[src/rtl/load_store_unit.sv]
// rtl/load_store_unit.sv - RV32I load/store stage on a single-outstanding req/gnt/rvalid data bus
module load_store_unit #(
  parameter int TIMEOUT_CYCLES = 255
) (
  input  logic        sys_clk,
  input  logic        sys_rst_n,
  input  logic        req_valid,
  input  logic        req_we,
  input  logic [2:0]  req_funct3,
  input  logic [31:0] req_addr,
  input  logic [31:0] req_wdata,
  input  logic [4:0]  req_rd_addr,
  output logic        req_done,
  output logic        stall,
  output logic        mem_req,
  output logic        mem_we,
  output logic [31:0] mem_addr,
  output logic [31:0] mem_wdata,
  output logic [3:0]  mem_wstrb,
  input  logic        mem_gnt,
  input  logic        mem_rvalid,
  input  logic [31:0] mem_rdata,
  output logic        wb_wen,
  output logic [4:0]  wb_addr,
  output logic [31:0] wb_data,
  output logic        err_misalign,
  output logic        err_timeout
);

  localparam int CW = $clog2(TIMEOUT_CYCLES + 1);

  typedef enum logic [1:0] {IDLE, REQ, WAIT} state_t;

  state_t        state, state_nxt;
  logic [2:0]    f3_q;
  logic [1:0]    lo_q;
  logic [4:0]    rd_q;
  logic [CW-1:0] cnt;

  logic          legal;
  logic          timeout_hit;
  logic          done_int, mis_int, to_int, ld_done;
  logic [31:0]   wdata_nxt;
  logic [3:0]    wstrb_nxt;
  logic [7:0]    ld_byte;
  logic [15:0]   ld_half;
  logic [31:0]   ld_ext;

  // Size is funct3[1:0]; RV64 widths and unsigned stores are rejected.
  always_comb begin
    legal = 1'b1;
    if (req_we) begin
      if (req_funct3[2] || req_funct3[1:0] == 2'b11) legal = 1'b0;
    end else if (req_funct3 == 3'b011 || req_funct3[2:1] == 2'b11) begin
      legal = 1'b0;
    end
    if (req_funct3[1:0] == 2'b01 && req_addr[0]) legal = 1'b0;
    if (req_funct3[1:0] == 2'b10 && req_addr[1:0] != 2'b00) legal = 1'b0;
  end

  always_comb begin
    wdata_nxt = req_wdata;
    wstrb_nxt = 4'b1111;
    case (req_funct3[1:0])
      2'b00: begin
        wdata_nxt = {4{req_wdata[7:0]}};
        wstrb_nxt = 4'b0001 << req_addr[1:0];
      end
      2'b01: begin
        wdata_nxt = {2{req_wdata[15:0]}};
        wstrb_nxt = req_addr[1] ? 4'b1100 : 4'b0011;
      end
      default: begin
        wdata_nxt = req_wdata;
        wstrb_nxt = 4'b1111;
      end
    endcase
    if (!req_we) wstrb_nxt = 4'b0000;
  end

  always_comb begin
    ld_byte = mem_rdata[{lo_q, 3'b000} +: 8];
    ld_half = lo_q[1] ? mem_rdata[31:16] : mem_rdata[15:0];
    case (f3_q)
      3'b000:  ld_ext = {{24{ld_byte[7]}}, ld_byte};
      3'b001:  ld_ext = {{16{ld_half[15]}}, ld_half};
      3'b100:  ld_ext = {24'd0, ld_byte};
      3'b101:  ld_ext = {16'd0, ld_half};
      default: ld_ext = mem_rdata;
    endcase
  end

  assign timeout_hit = (state != IDLE) && (cnt == CW'(TIMEOUT_CYCLES));

  // Timeout wins over a grant/response arriving in the same cycle.
  always_comb begin
    state_nxt = state;
    done_int  = 1'b0;
    mis_int   = 1'b0;
    to_int    = 1'b0;
    ld_done   = 1'b0;
    case (state)
      IDLE: begin
        if (req_valid) begin
          if (legal) begin
            state_nxt = REQ;
          end else begin
            done_int = 1'b1;
            mis_int  = 1'b1;
          end
        end
      end
      REQ: begin
        if (timeout_hit) begin
          done_int  = 1'b1;
          to_int    = 1'b1;
          state_nxt = IDLE;
        end else if (mem_gnt) begin
          if (mem_we) begin
            done_int  = 1'b1;
            state_nxt = IDLE;
          end else begin
            state_nxt = WAIT;
          end
        end
      end
      WAIT: begin
        if (timeout_hit) begin
          done_int  = 1'b1;
          to_int    = 1'b1;
          state_nxt = IDLE;
        end else if (mem_rvalid) begin
          done_int  = 1'b1;
          ld_done   = 1'b1;
          state_nxt = IDLE;
        end
      end
      default: state_nxt = IDLE;
    endcase
  end

  // Combinational outputs are held low while reset is asserted.
  assign req_done     = sys_rst_n & done_int;
  assign err_misalign = sys_rst_n & mis_int;
  assign err_timeout  = sys_rst_n & to_int;
  assign stall        = sys_rst_n & req_valid & ~done_int;

  always_ff @(posedge sys_clk or negedge sys_rst_n) begin
    if (!sys_rst_n) begin
      state     <= IDLE;
      cnt       <= '0;
      f3_q      <= 3'd0;
      lo_q      <= 2'd0;
      rd_q      <= 5'd0;
      mem_req   <= 1'b0;
      mem_we    <= 1'b0;
      mem_addr  <= 32'd0;
      mem_wdata <= 32'd0;
      mem_wstrb <= 4'd0;
      wb_wen    <= 1'b0;
      wb_addr   <= 5'd0;
      wb_data   <= 32'd0;
    end else begin
      state <= state_nxt;
      if (state == IDLE) cnt <= '0;
      else               cnt <= cnt + CW'(1);

      if (state == IDLE && req_valid && legal) begin
        mem_req   <= 1'b1;
        mem_we    <= req_we;
        mem_addr  <= {req_addr[31:2], 2'b00};
        mem_wdata <= wdata_nxt;
        mem_wstrb <= wstrb_nxt;
        f3_q      <= req_funct3;
        lo_q      <= req_addr[1:0];
        rd_q      <= req_rd_addr;
      end else if (state == REQ && state_nxt != REQ) begin
        mem_req   <= 1'b0;
        mem_we    <= 1'b0;
        mem_wstrb <= 4'd0;
      end

      wb_wen <= ld_done && (rd_q != 5'd0);
      if (ld_done) begin
        wb_addr <= rd_q;
        wb_data <= ld_ext;
      end
    end
  end

endmodule

[config.mk]
export PLATFORM = sky130hd
export DESIGN_NAME = load_store_unit
export DESIGN_NICKNAME = d
export VERILOG_FILES = /design/src/rtl/load_store_unit.sv
export SDC_FILE = /design/constraint.sdc
export NUM_CORES = 1
export LEC_CHECK = 0
export BUFFER_PORTS_ARGS = -buffer_cell sky130_fd_sc_hd__clkbuf_2
export CAP_MARGIN = 10
export CORE_MARGIN = 10
export CORE_UTILIZATION = 40
export CTS_CLUSTER_SIZE = 12
export DETAILED_ROUTE_END_ITERATION = 8
export MAX_ROUTING_LAYER = met4
export PLACE_DENSITY = 0.7
export REMOVE_ABC_BUFFERS = 1
export SYNTH_ARGS = -nofsm -noshare
export SYNTH_HDL_FRONTEND = slang
export SYNTH_SLANG_ARGS = --single-unit
[constraint.sdc]
create_clock -name sys_clk -period 4.9 [get_ports sys_clk]
set_input_delay 0.735 -clock sys_clk [delete_from_list [all_inputs] [get_ports sys_clk]]
set_output_delay 0.735 -clock sys_clk [all_outputs]
set_load 0.005 [all_outputs]
=== Word-level counts from Yosys, hierarchy flattened ===
Cells that the tools add are included.

* Output and inout bits: 112
* Bits in registers: 126
* Input bits: 110
* Word-level logic and storage cells: 89

* Eq/ne operators: 12
* Muxes and demuxes: 38
* Shift operators: 2
* Add/sub/neg operators: 1
* Reduce and logical (&&, ||, !) cells: 17
* Bitwise logic cells: 6

{| class="wikitable"
|+ Operators by type and width
! operator !! count
|-
| one-hot mux 32 bit (4 select lines) || 1
|-
| one-hot mux 32 bit (2 select lines) || 1
|-
| variable part select 32 x 6 -> 8 bit || 1
|-
| two-way mux 1 bit || 20
|-
| two-way mux 16 bit || 1
|-
| two-way mux 4 bit || 4
|-
| two-way mux 2 bit || 7
|-
| adder 8 x 1 -> 8 bit, second input constant || 1
|-
| == test 2 bit, second input constant || 4
|-
| == test 8 bit, second input constant || 1
|-
| two-way mux 8 bit || 1
|-
| one-hot mux 4 bit (2 select lines) || 1
|-
| logical AND 1 bit || 7
|-
| == test 3 bit, second input constant || 2
|-
| one-hot mux 2 bit (3 select lines) || 1
|-
| nonzero test 2 bit || 3
|-
| bitwise AND 1 bit || 5
|-
| nonzero test 5 bit || 1
|-
| == test 2 x 1 -> 1 bit, second input constant || 2
|-
| zero test 2 bit || 2
|-
| left shift 1 x 2 -> 4 bit, first input constant || 1
|-
| == test 3 x 1 -> 1 bit, second input constant || 1
|-
| == test 3 x 2 -> 1 bit, second input constant || 1
|-
| zero test 3 bit || 1
|-
| 5 further kinds || 6
|}

=== Longest topological paths before layout ===
Gate-level depths: netlist of run 1.

* Depth in word-level cells: 13
* Depth in mapped cells: 8
* Gate-level depth less buffers: 6

=== Least setup slack after synthesis of run 1 ===
Ideal clock, no wire load.

* Path kind: input port to output port
* Start point: in req_funct3[0]
* End point: out stall
* Arrival time: 1,606 ps
* Stages on the path: 5
* Setup slack: 2,559 ps
* Path buffers: 1
* Required time: 4,165 ps
* Cells stage by stage: buf_2 > nor4_2 > nor3_1 > a21oi_1 > o211a_1

* Cells in the longest elaborated chain, start to end: 11
* Elaborated cells between the ends (all ways): 18
* Those cells by class: 4 x eq/ne; 8 x mux; 2 x bitwise; 4 x reduce/logical

{| class="wikitable"
|+ Ends and longest elaborated chain
! what !! RTL line !! source
|-
| from (decl) || 9 || <nowiki>input logic [2:0] req_funct3,</nowiki>
|-
| == test 3 x 2 -> 1 bit or == test 2 bit (tied branches) || 54, 53 ||
|-
| logical OR 1 bit, on equally long branches || 54, 53 ||
|-
| two-way mux 1 bit, on equally long branches || 54, 53 ||
|-
| two-way mux 1 bit || 52 || <nowiki>if (req_we) begin</nowiki>
|-
| two-way mux 1 bit || 57 || <nowiki>if (req_funct3[1:0] == 2'b01 && req_addr[0]) legal = 1'b0;</nowiki>
|-
| two-way mux 1 bit * || 58 || <nowiki>if (req_funct3[1:0] == 2'b10 && req_addr[1:0] != 2'b00) legal = 1'b0;</nowiki>
|-
| two-way mux 1 bit * || 105 || <nowiki>if (legal) begin</nowiki>
|-
| two-way mux 1 bit * || 104 || <nowiki>if (req_valid) begin</nowiki>
|-
| one-hot mux 1 bit (3 select lines) * || 102 || <nowiki>case (state)</nowiki>
|-
| inverter 1 bit * || 146 || <nowiki>assign stall = sys_rst_n & req_valid & ~done_int;</nowiki>
|-
| bitwise AND 1 bit * || 146 ||
|-
| to (decl) || 14 || <nowiki>output logic stall,</nowiki>
|}

Mark *: on every way between the ends. The rest lies on a longest branch, timed or not.

=== Worst setup path after layout of run 1 ===
* Start point: reg state[0]
* End point: out req_done

* Cells in the longest elaborated chain, start to end: 5
* Elaborated cells between the ends (all ways): 9
* Those cells by class: 2 x eq/ne; 3 x mux; 1 x bitwise; 3 x reduce/logical

{| class="wikitable"
|+ Ends and longest elaborated chain
! what !! RTL line !! source
|-
| from (decl) || 34 || <nowiki>state_t state, state_nxt;</nowiki>
|-
| from (signal assigned) || 164 || <nowiki>state <= state_nxt;</nowiki>
|-
| nonzero test 2 bit || 93 || <nowiki>assign timeout_hit = (state != IDLE) && (cnt == CW'(TIMEOUT_CYCLES));</nowiki>
|-
| logical AND 1 bit || 93 ||
|-
| two-way mux 1 bit, on equally long branches || 128, 114 ||
|-
| one-hot mux 1 bit (3 select lines) * || 102 ||
|-
| bitwise AND 1 bit * || 143 || <nowiki>assign req_done = sys_rst_n & done_int;</nowiki>
|-
| to (decl) || 13 || <nowiki>output logic req_done,</nowiki>
|}

Marks and branches as above.

==> results.md, run 1 <==
- Critical-path cell list: inv_1 -> ha_1 -> nand4b_1 -> o221ai_1 -> a21oi_1 -> nor3b_1 -> clkbuf_2
- Period Utilization, post-route: 0.624
- Critical Path Sink: req_done
- Initial drt markers: 304
- Met2 usage: 0.274
- Routed length per instance: 17.2 um
- Die Height: 141 um
- Post-DRT Antenna Nets: 0
- Final max-slew violation count: 0
- Synth area leaders: dfrtp_1 (53%), nand2_1 (14%), a21oi_1 (4.3%)
- Critical path origin: state[0]
- Fraction of layout cells with a size suffix above 1: 0.313
- DP Wirelength: 13,200 um
- PwrDens: 623 nW/um2
- GRT overflow: 0
- Clk sinks: 126
- Worst Clk Skew: 0.00865 ns
- Met3 Track Usage GR: 0.0841
- Global-route wire length before repair: 29,400 um
- Count of hold-fix buffers inserted at cts: 0
- Detailed Routing Iterations Pass 1: 4
- Reg2reg path depth: 6
- Outcome: complete, no violations
- FMAX: 0.327 GHz
- Clock root buffer: clkbuf_16
- Effective utilization at floorplan: 0.408
- N_diodes: 0
- HP Class: primary input to asynchronous set/reset pin
- Synthesis Warnings: 0
- CTS tree: done
- R2r startpoint: state[0]
- IO buf count: 219
- Max clock buf depth: 2
- Initial antenna violation count: 0
- R2R Path End: wb_data[9]
- Slew @ Worst Pin: 0.967 ns
- Slowest cell on the critical path: dfrtp_1
- Crit Path Class: flip-flop to output port
- Layout Nets: 972
- Relative slew slack: 0.355
- Cell Area, Placed: 7070 um2
- Clock-pin slew on the worst setup and hold paths: 0.06 ns
- Most common cell in the synthesized netlist: nand2_1
- Max Cap Violations: 0
- Setup bufs post-CTS: 0
- Critical path endpoint category: output port
- Crit path max fanout: 12
- Seq/Total Area, Yosys: 0.534
- Fin crit period: 3.06 ns
- Final Hold Fails: 0
- Leakage Power: 4.03 nW
- Reg-to-reg slack, setup: 2.26 ns
- Post-CTS sizing: 0
- Final Setup Violations: 0
- Slowest stage delay, CP: 0.42 ns
- Drt total wl: 18,100 um
- Largest net degree at the start of global routing: 86
- EDFF count, synth: 0
- Vias in the first global route: 5,581
- H-tree level count: 4
- Data arrival, critical path: 2.32 ns
- Met1 Use GR: 0.229
- Main synth FF type: dfrtp_1
- Yosys top cell by area: dfrtp_1
- Synth Instances: 658
- Avg Synthesized Cell Area: 8.97 um2
- Startpoint Class: flip-flop
- Top cell type's share of synthesized area: 0.534
- Setup_tns: 0 ns
- Post-synth top cells: nand2_1 (220), dfrtp_1 (126), a21oi_1 (51)
- Core ar.: 14,500 um2
- Post-synth ARST share: 1.00
- VDD IR-drop max: 0.344 mV
- Synth unique cells: 53
- FILL cells: 1,375
- Std-Cell Rows: 44
- Post-route design area: 7680 um2
- Vias/cell: 5.05
- DRC Markers: 0
- CTS buffer count: 17
- Die span in x: 141 um
- Die footprint: 20,000 um2
- Vias: 5,318
- Worst-Skew Late Latency: 0.42 ns
- GRT Total Usage: 0.187
- RSZ-0062 raised after global routing: false
- Num ports: 222
- Post-synthesis register bit count: 126
- Area growth syn-to-layout: 30.2%
- Cell Area, Synth: 5900 um2
- GP Congestion: 0.829
- Most Crowded Layer GR: met2
- Worst path required time: 4.16 ns
[layer usage]
layer,wire length [um],vias up
met5,0,-
met2,8170,206
li1,-,2593
met4,157,0
met1,7930,2509
met3,1880,10
[stage by stage]
stage	instances	power (mW)	worst slack, ns	util	hold slack (ns)
finish	1054	4.79	1.84	0.531	0.360
CTS	1054	4.86	1.79	0.531	0.374
global placement	1022	3.49	1.90	0.489	0.451
detailed placement	1022	3.52	1.91	0.489	0.457
floorplan	615	2.66	0.244	-	0.433
global route	1054	5.18	1.63	0.531	0.411
[cell families after synthesis]
logic type | count (synthesis) | synth area share
and+or+nand+nor | 303 | 0.209
buffers and inverters | 53 | 0.0403
xor gates and xnor gates | 4 | 0.00593
other | 1 | 0.000635
DFF | 126 | 0.534
adders and majority gates | 5 | 0.0106
AOI/OAI and AO/OA | 137 | 0.147
muxes | 29 | 0.0519
[layout by cell type (no fill, tap or decap), types with 8 or more instances in the layout]
cell / n
clkbuf_2: 218
o21ai_0: 30
dfrtp_1: 126
nor2_1: 45
mux2i_1: 25
a21oi_1: 51
clkbuf_16: 17
a21o_1: 8
a22oi_1: 8
inv_1: 9
nand2_1: 220
[registers in the layout, summed over array words and instances (netlist names)]
| register | flops |
|---|---|
| mem_addr | 30 |
| f3_q | 3 |
| lo_q | 2 |
| mem_wstrb | 4 |
| rd_q | 5 |
| cnt | 8 |
| wb_data | 32 |
| mem_wdata | 32 |
| wb_addr | 5 |
| mem_we | 1 |
| wb_wen | 1 |
| mem_req | 1 |
| state | 2 |
[worst min path at each step]
stage	endpoint	cells after the start
finish	mem_we	1
global route	mem_we	1
CTS	mem_we	1
detailed placement	cnt[0]	1
global placement	cnt[0]	1
floorplan	cnt[0]	1
[report_power, final]
part           switching [mW]  leakage [nW]  internal, mW
clock                   0.496         0.295         0.808
sequential              0.360          1.56          1.53
combinational           0.878          2.18         0.721
[area by class of cell]
| class | count | area [um2] | share of cell area |
|---|---|---|---|
| flip-flops and latches | 126 | 3150 | 0.410 |
| multi-input cells | 480 | 2530 | 0.329 |
| repair buffers | 223 | 1130 | 0.147 |
| well taps | 184 | 230 | 0.0300 |
| clock inverters | 15 | 185 | 0.0241 |
| clock buffers | 17 | 425 | 0.0554 |
| inverters | 9 | 33.8 | 0.00440 |
[worst max-delay path: cells and delay by family (launching register included)]
| kind | cells | cell delay (ns) |
|---|---|---|
| fa+ha+maj | 1 | 0.35 |
| flops | 1 | 0.42 |
| buf+inv | 2 | 0.23 |
| simple gates | 2 | 0.52 |
| compound gates | 2 | 0.39 |
Note: power is estimated with default switching activity, not from simulation.
==> inputs of run 2 (changes only) <==
- ABC_AREA: not set -> 1
- PLACE_DENSITY: 0.7 -> 0.73
- clock period: 4.9 -> 2.77 ns (I/O delays scaled with it)
==> run 2 against run 1 <==
Compared with the run above:
- total power increased by 79%
- sequential share of layout area decreased by 0.26 points
- count of clock-buffer cells in the layout unchanged
- largest power group unchanged
- final cell count increased by 5.8%
- area after synthesis increased by 0.83%
- combinational power increased by 93%
- register-to-register slack got worse by 1.5 ns
- highest routed layer unchanged
==> results.md, run 2 <==
- Outcome: complete, no violations
- Fraction of layout cells with a size suffix above 1: 0.311
- VDD IR-drop max: 0.523 mV
- CTS tree: done
- Slew @ Worst Pin: 0.708 ns
- Startpoint Class: flip-flop
- Cell Area, Placed: 7130 um2
- RSZ-0062 raised after global routing: false
- Top cell type's share of synthesized area: 0.530
- Layout Cells excl Fill: 1,115
- Post-route design area: 7730 um2
- Die span in x: 142 um
- FILL cells: 1,420
- Slowest cell on the critical path: dfrtp_1
- GRT overflow: 0
- Crit Path Class: flip-flop to output port
- Std-Cell Rows: 44
- Clock group share of total power: 0.260
- Routed length per instance: 16.0 um
- Hold-critical path depth: 3
- Post-CTS sizing: 0
- Most Crowded Layer GR: met2
- Initial drt markers: 328
- Fin util: 0.532
- Slowest stage delay, CP: 0.40 ns
- Post-synth ARST share: 1.00
- Synthesis Warnings: 0
- Cell Area, Synth: 5950 um2
- Max clock buf depth: 2
- Post-synth top cells: nand2_1 (239), dfrtp_1 (126), a21oi_1 (54)
- DRC Markers: 0
- Die Height: 142 um
- Core ar.: 14,500 um2
- N_diodes: 0
- Vias: 5,555
- Placed cells: 1,082
- Largest regs: mem_wdata x32, wb_data x32, mem_addr x30
- Power Internal: 5.34 mW
- Net Sw Frac: 0.375
- Period Utilization, post-route: 0.894
- Setup_tns: 0 ns
- Sequential power share: 0.378
- Seq/Total Area, Yosys: 0.530
- Worst Clk Skew: 0.00556 ns
- Worst path required time: 2.35 ns
- PwrDens: 1110 nW/um2
- Most common cell after layout, fill and taps aside: nand2_1
- Crit path max fanout: 7
- Vias/cell: 4.98
- Fin crit period: 2.48 ns
- Initial antenna violation count: 0
- Met2 usage: 0.277
- Critical-path cell list: inv_1 -> ha_1 -> inv_2 -> nand3_2 -> o211ai_1 -> nand2_1 -> nand2_1 -> nand2_1 -> nand2_1 -> nor2_1 -> clkbuf_2
- HP Class: primary input to flip-flop
- Clock root buffer: clkbuf_16
- GP Congestion: 0.813
- Crit path top cell by count: nand2_1
- Synth Instances: 707
- IO buf count: 219
- Drt total wl: 17,900 um
- CTS buffer count: 17
- Worst-Skew Late Latency: 0.42 ns
- Combinational share of power: 0.362
- Post-synthesis register bit count: 126
- Post-DRT Antenna Nets: 0
- DP Wirelength: 13,200 um
- Clock-pin slew on the worst setup and hold paths: 0.06 ns
- Detailed Routing Iterations Pass 1: 5
- Largest net degree at the start of global routing: 86
- Psw: 3.21 mW
- Most common cell in the synthesized netlist: nand2_1
- H-tree level count: 4
- Layout Nets: 1,033
- FMAX: 0.404 GHz
- Avg Synthesized Cell Area: 8.42 um2
- Yosys top cell by area: dfrtp_1
- Final max-slew violation count: 0
- Effective utilization at floorplan: 0.410
- Max Cap Violations: 0
- EDFF count, synth: 0
- Synth area leaders: dfrtp_1 (53%), nand2_1 (15%), a21oi_1 (4.5%)
- Die footprint: 20,200 um2
- Most frequent cells in the layout: nand2_1 (239), clkbuf_2 (218), dfrtp_1 (126)
- Vias in the first global route: 5,671
- Final Setup Violations: 0
- Leakage Power: 4.12 nW
- Setup bufs post-CTS: 0
- GRT Total Usage: 0.183
- Main synth FF type: dfrtp_1
- Synth unique cells: 38
- Met3 Track Usage GR: 0.0658
- Reg-to-reg slack, setup: 0.75 ns
- Final Hold Fails: 0
- Data arrival, critical path: 2.06 ns
- Relative slew slack: 0.528
- Reg2reg path depth: 8
- Met1 Use GR: 0.224
- Critical path endpoint category: output port
- Area growth syn-to-layout: 29.9%
- Clk sinks: 126
- Hold_ws: 0.180 ns
- Global-route wire length before repair: 29,000 um
- Num ports: 222
run 2: changes by cell type after synthesis, sizes merged, moves of 10 or more:
cell,previous run,this run
inv,9,42
nor2,45,55
clkbuf,22,9
o21ai,30,52
a21oi,52,65
nand2,220,242
nand3,7,31
mux2i,25,1
run 2: path summary, 6_finish.rpt:
check,startpoint,end
max in group asynchronous,sys_rst_n,wb_addr[3]
max,state[1],stall
min reg2reg,cnt[0],cnt[0]
min in group asynchronous,sys_rst_n,cnt[7]
max reg2reg,state[1],wb_data[15]
min,req_addr[25],mem_addr[25]
run 2: cell type report:
| cell class | instances | area (um2) | area share |
|---|---|---|---|
| Sequential cell | 126 | 3150 | 0.408 |
| Clock inverter | 15 | 164 | 0.0212 |
| Tap cell | 184 | 230 | 0.0298 |
| Inverter | 43 | 164 | 0.0212 |
| Multi-Input combinational cell | 500 | 2380 | 0.308 |
| Clock buffer | 17 | 425 | 0.0550 |
| Timing Repair Buffer | 230 | 1210 | 0.157 |
run 2: per-layer routing:
metal | wire (um) | vias up | share of wire
met1 | 7770 | 2593 | 0.43
met2 | 8380 | 224 | 0.47
li1 | - | 2724 | -
met4 | 204 | 0 | 0.011
met3 | 1530 | 14 | 0.086
met5 | 0 | - | 0
run 2: cells by family after synthesis:
logic type / Yosys count / synth area share
AOI/OAI and AO/OA: 151 / 0.152
buffers and inverters: 82 / 0.0704
other: 1 / 0.000630
and+or+nand+nor: 341 / 0.235
DFF: 126 / 0.530
adders and majority gates: 5 / 0.0105
muxes: 1 / 0.00168
run 2: timing repair:
action	CTS	global route
setup endpoints to repair	0	0
hold buffers	1	0
endpoints found under the hold margin	39	0
run 2: power groups by stage:
| stage | Combinational [mW] | Clock [mW] | Sequential [mW] |
|---|---|---|---|
| 6_report | 3.09 | 2.22 | 3.23 |
| 5_1_grt | 3.53 | 2.37 | 3.35 |
| 4_1_cts | 3.16 | 2.27 | 3.24 |
| 3_5_place_dp | 3.16 | 0 | 3.23 |
| 3_3_place_gp | 3.08 | 0 | 3.23 |
| 2_1_floorplan | 1.58 | 0 | 3.28 |
run 2: critical path, delay by kind of cell (launching register included):
kind,cells,cell delay (ns)
AOI/OAI and AO/OA,1,0.10
and+or+nand+nor,6,0.45
buffers and inverters,3,0.36
DFF,1,0.40
adders and majority gates,1,0.33
run 2: metrics by stage:
step	power, mW	setup slack [ns]
3_3_place_gp	6.31	0.798
2_1_floorplan	4.86	-0.330
5_1_grt	9.25	0.133
6_report	8.55	0.292
4_1_cts	8.66	0.273
3_5_place_dp	6.39	0.746
==> inputs of run 3 (changes only) <==
- PLACE_DENSITY: 0.73 -> not set
- PLACE_DENSITY_LB_ADDON: not set -> 0.25
==> run 3 against run 2 <==
Compared with the run above:
- total power decreased by 0.41%
- clock power about the same
- wire length increased by 0.18%
- count of clock-buffer cells in the layout increased by 1
- utilization decreased by 0.25 points
- critical path depth unchanged
- critical path type unchanged
- critical endpoint unchanged
- via count decreased by 1.9%
- combinational power decreased by 2%
- sequential power increased by 2%
- flip-flop and latch count unchanged
- largest cell class unchanged
- fmax increased by 1.5%
==> results.md, run 3 (synthesis results as in run 2) <==
- Initial drt markers: 340
- Vias in the first global route: 5,340
- Most common cell after layout, fill and taps aside: nand2_1
- Outcome: complete, no violations
- Core ar.: 14,500 um2
- FMAX: 0.410 GHz
- GP Congestion: 0.849
- Psw: 3.18 mW
- RSZ-0062 raised after global routing: false
- Combinational share of power: 0.355
- VDD IR-drop max: 0.481 mV
- Reg2reg path depth: 7
- Global-route wire length before repair: 28,200 um
- Reg area: 3150 um2
- Layout Nets: 1,030
- Routed length per instance: 16.1 um
- Count of hold-fix buffers inserted at cts: 0
- HP Class: primary input to asynchronous set/reset pin
- Hold_ws: 0.0918 ns
- Largest regs: mem_wdata x32, wb_data x32, mem_addr x30
- IO buf count: 219
- Die Height: 142 um
- Max clock buf depth: 2
- Most frequent cells in the layout: nand2_1 (239), clkbuf_2 (218), dfrtp_1 (126)
- Worst slack, placed: 0.757 ns
- Clock root buffer: clkbuf_16
- Crit path max fanout: 7
- Effective utilization at floorplan: 0.410
- Num ports: 222
- Fin crit period: 2.44 ns
- Critical path endpoint category: output port
- FILL cells: 1,444
- Largest net degree at the start of global routing: 127
- Reg-to-reg slack, setup: 0.80 ns
- DP Wirelength: 13,200 um
- Final Setup Violations: 0
- PwrDens: 1110 nW/um2
- CTS tree: done
- Setup bufs post-CTS: 0
- Final max-slew violation count: 0
- Clock group share of total power: 0.257
- GRT overflow: 0
- Drt total wl: 17,900 um
- Post-CTS sizing: 0
- Vias/cell: 4.90
- Fraction of layout cells with a size suffix above 1: 0.310
- Crit Path Class: flip-flop to output port
- Worst-Skew Late Latency: 0.42 ns
- CTS buffer count: 17
- Post-DRT Antenna Nets: 0
- Total power draw: 8.51 mW
- Final Hold Fails: 0
- R2R Path End: wb_data[20]
- Worst Clk Skew: 0.0104 ns
- R2r startpoint: lo_q[1]
- Period Utilization, post-route: 0.881
- GRT Total Usage: 0.180
- Worst path required time: 2.35 ns
- Die footprint: 20,200 um2
- Final worst slack: 0.328 ns
- N_diodes: 0
- Clk sinks: 126
- Net Sw Frac: 0.373
- Power Internal: 5.33 mW
- Startpoint Class: flip-flop
- Relative slew slack: 0.519
- Area growth syn-to-layout: 29.3%
- Multi-input logic area: 2380 um2
- Die span in x: 142 um
- Leakage Power: 4.10 nW
- Vias: 5,447
- Initial antenna violation count: 0
- DRC Markers: 0
- H-tree level count: 4
- Sequential power share: 0.387
- Detailed Routing Iterations Pass 1: 7
- Slew @ Worst Pin: 0.722 ns
- Clock-pin slew on the worst setup and hold paths: 0.06 ns
- Data arrival, critical path: 2.03 ns
- Std-Cell Rows: 44
- Max Cap Violations: 0
run 3: through the flow:
| stage | TNS, ns | instance area [um2] | utilization | cells |
|---|---|---|---|---|
| 2_1_floorplan | -9.63 | 5700 | - | 669 |
| 3_3_place_gp | 0 | 7120 | 0.490 | 1080 |
| 3_5_place_dp | 0 | 7120 | 0.490 | 1080 |
| 4_1_cts | 0 | 7700 | 0.530 | 1112 |
| 5_1_grt | 0 | 7700 | 0.530 | 1112 |
| 6_report | 0 | 7700 | 0.530 | 1112 |
run 3: worst max-delay path by stage:
stage	from	endpoint	slack, ns	depth (start not counted)
global route	state[1]	stall	0.16	11
finish	state[1]	stall	0.33	11
global placement	state[1]	stall	0.81	11
floorplan	state[1]	mem_wstrb[0]	-0.33	10
detailed placement	state[1]	stall	0.76	11
CTS	state[1]	stall	0.30	11
run 3: critical path: stages (launching register included):
cell,delay (ns)
dfrtp_1,0.40
inv_1,0.12
ha_1,0.33
inv_2,0.12
nand3_2,0.13
o211ai_1,0.09
nand2_1,0.06
nand2_1,0.04
nand2_1,0.07
nand2_1,0.05
nor2_1,0.08
clkbuf_2,0.11
run 3: metal layers:
metal,vias to the layer above,part of all wire,global-route usage
li1,2716,-,-
met1,2494,0.47,0.234
met5,-,0,-
met4,0,0.013,0.0619
met3,24,0.083,0.0644
met2,213,0.44,0.254
run 3: power by group through the flow:
| stage | combinational, mW | clock, mW | sequential (mW) |
|---|---|---|---|
| 2_1_floorplan | 1.58 | 0 | 3.28 |
| 5_1_grt | 3.42 | 2.33 | 3.40 |
| 6_report | 3.03 | 2.19 | 3.30 |
| 4_1_cts | 3.10 | 2.24 | 3.30 |
| 3_5_place_dp | 3.10 | 0 | 3.29 |
| 3_3_place_gp | 3.03 | 0 | 3.30 |
run 3: cell type report:
type / instances / share of cell area
flip-flops and latches: 126 / 0.410
multi-input cells: 500 / 0.310
repair buffers: 227 / 0.154
clock buffers: 18 / 0.0571
well taps: 184 / 0.0299
inverters: 43 / 0.0213
clock inverters: 14 / 0.0185
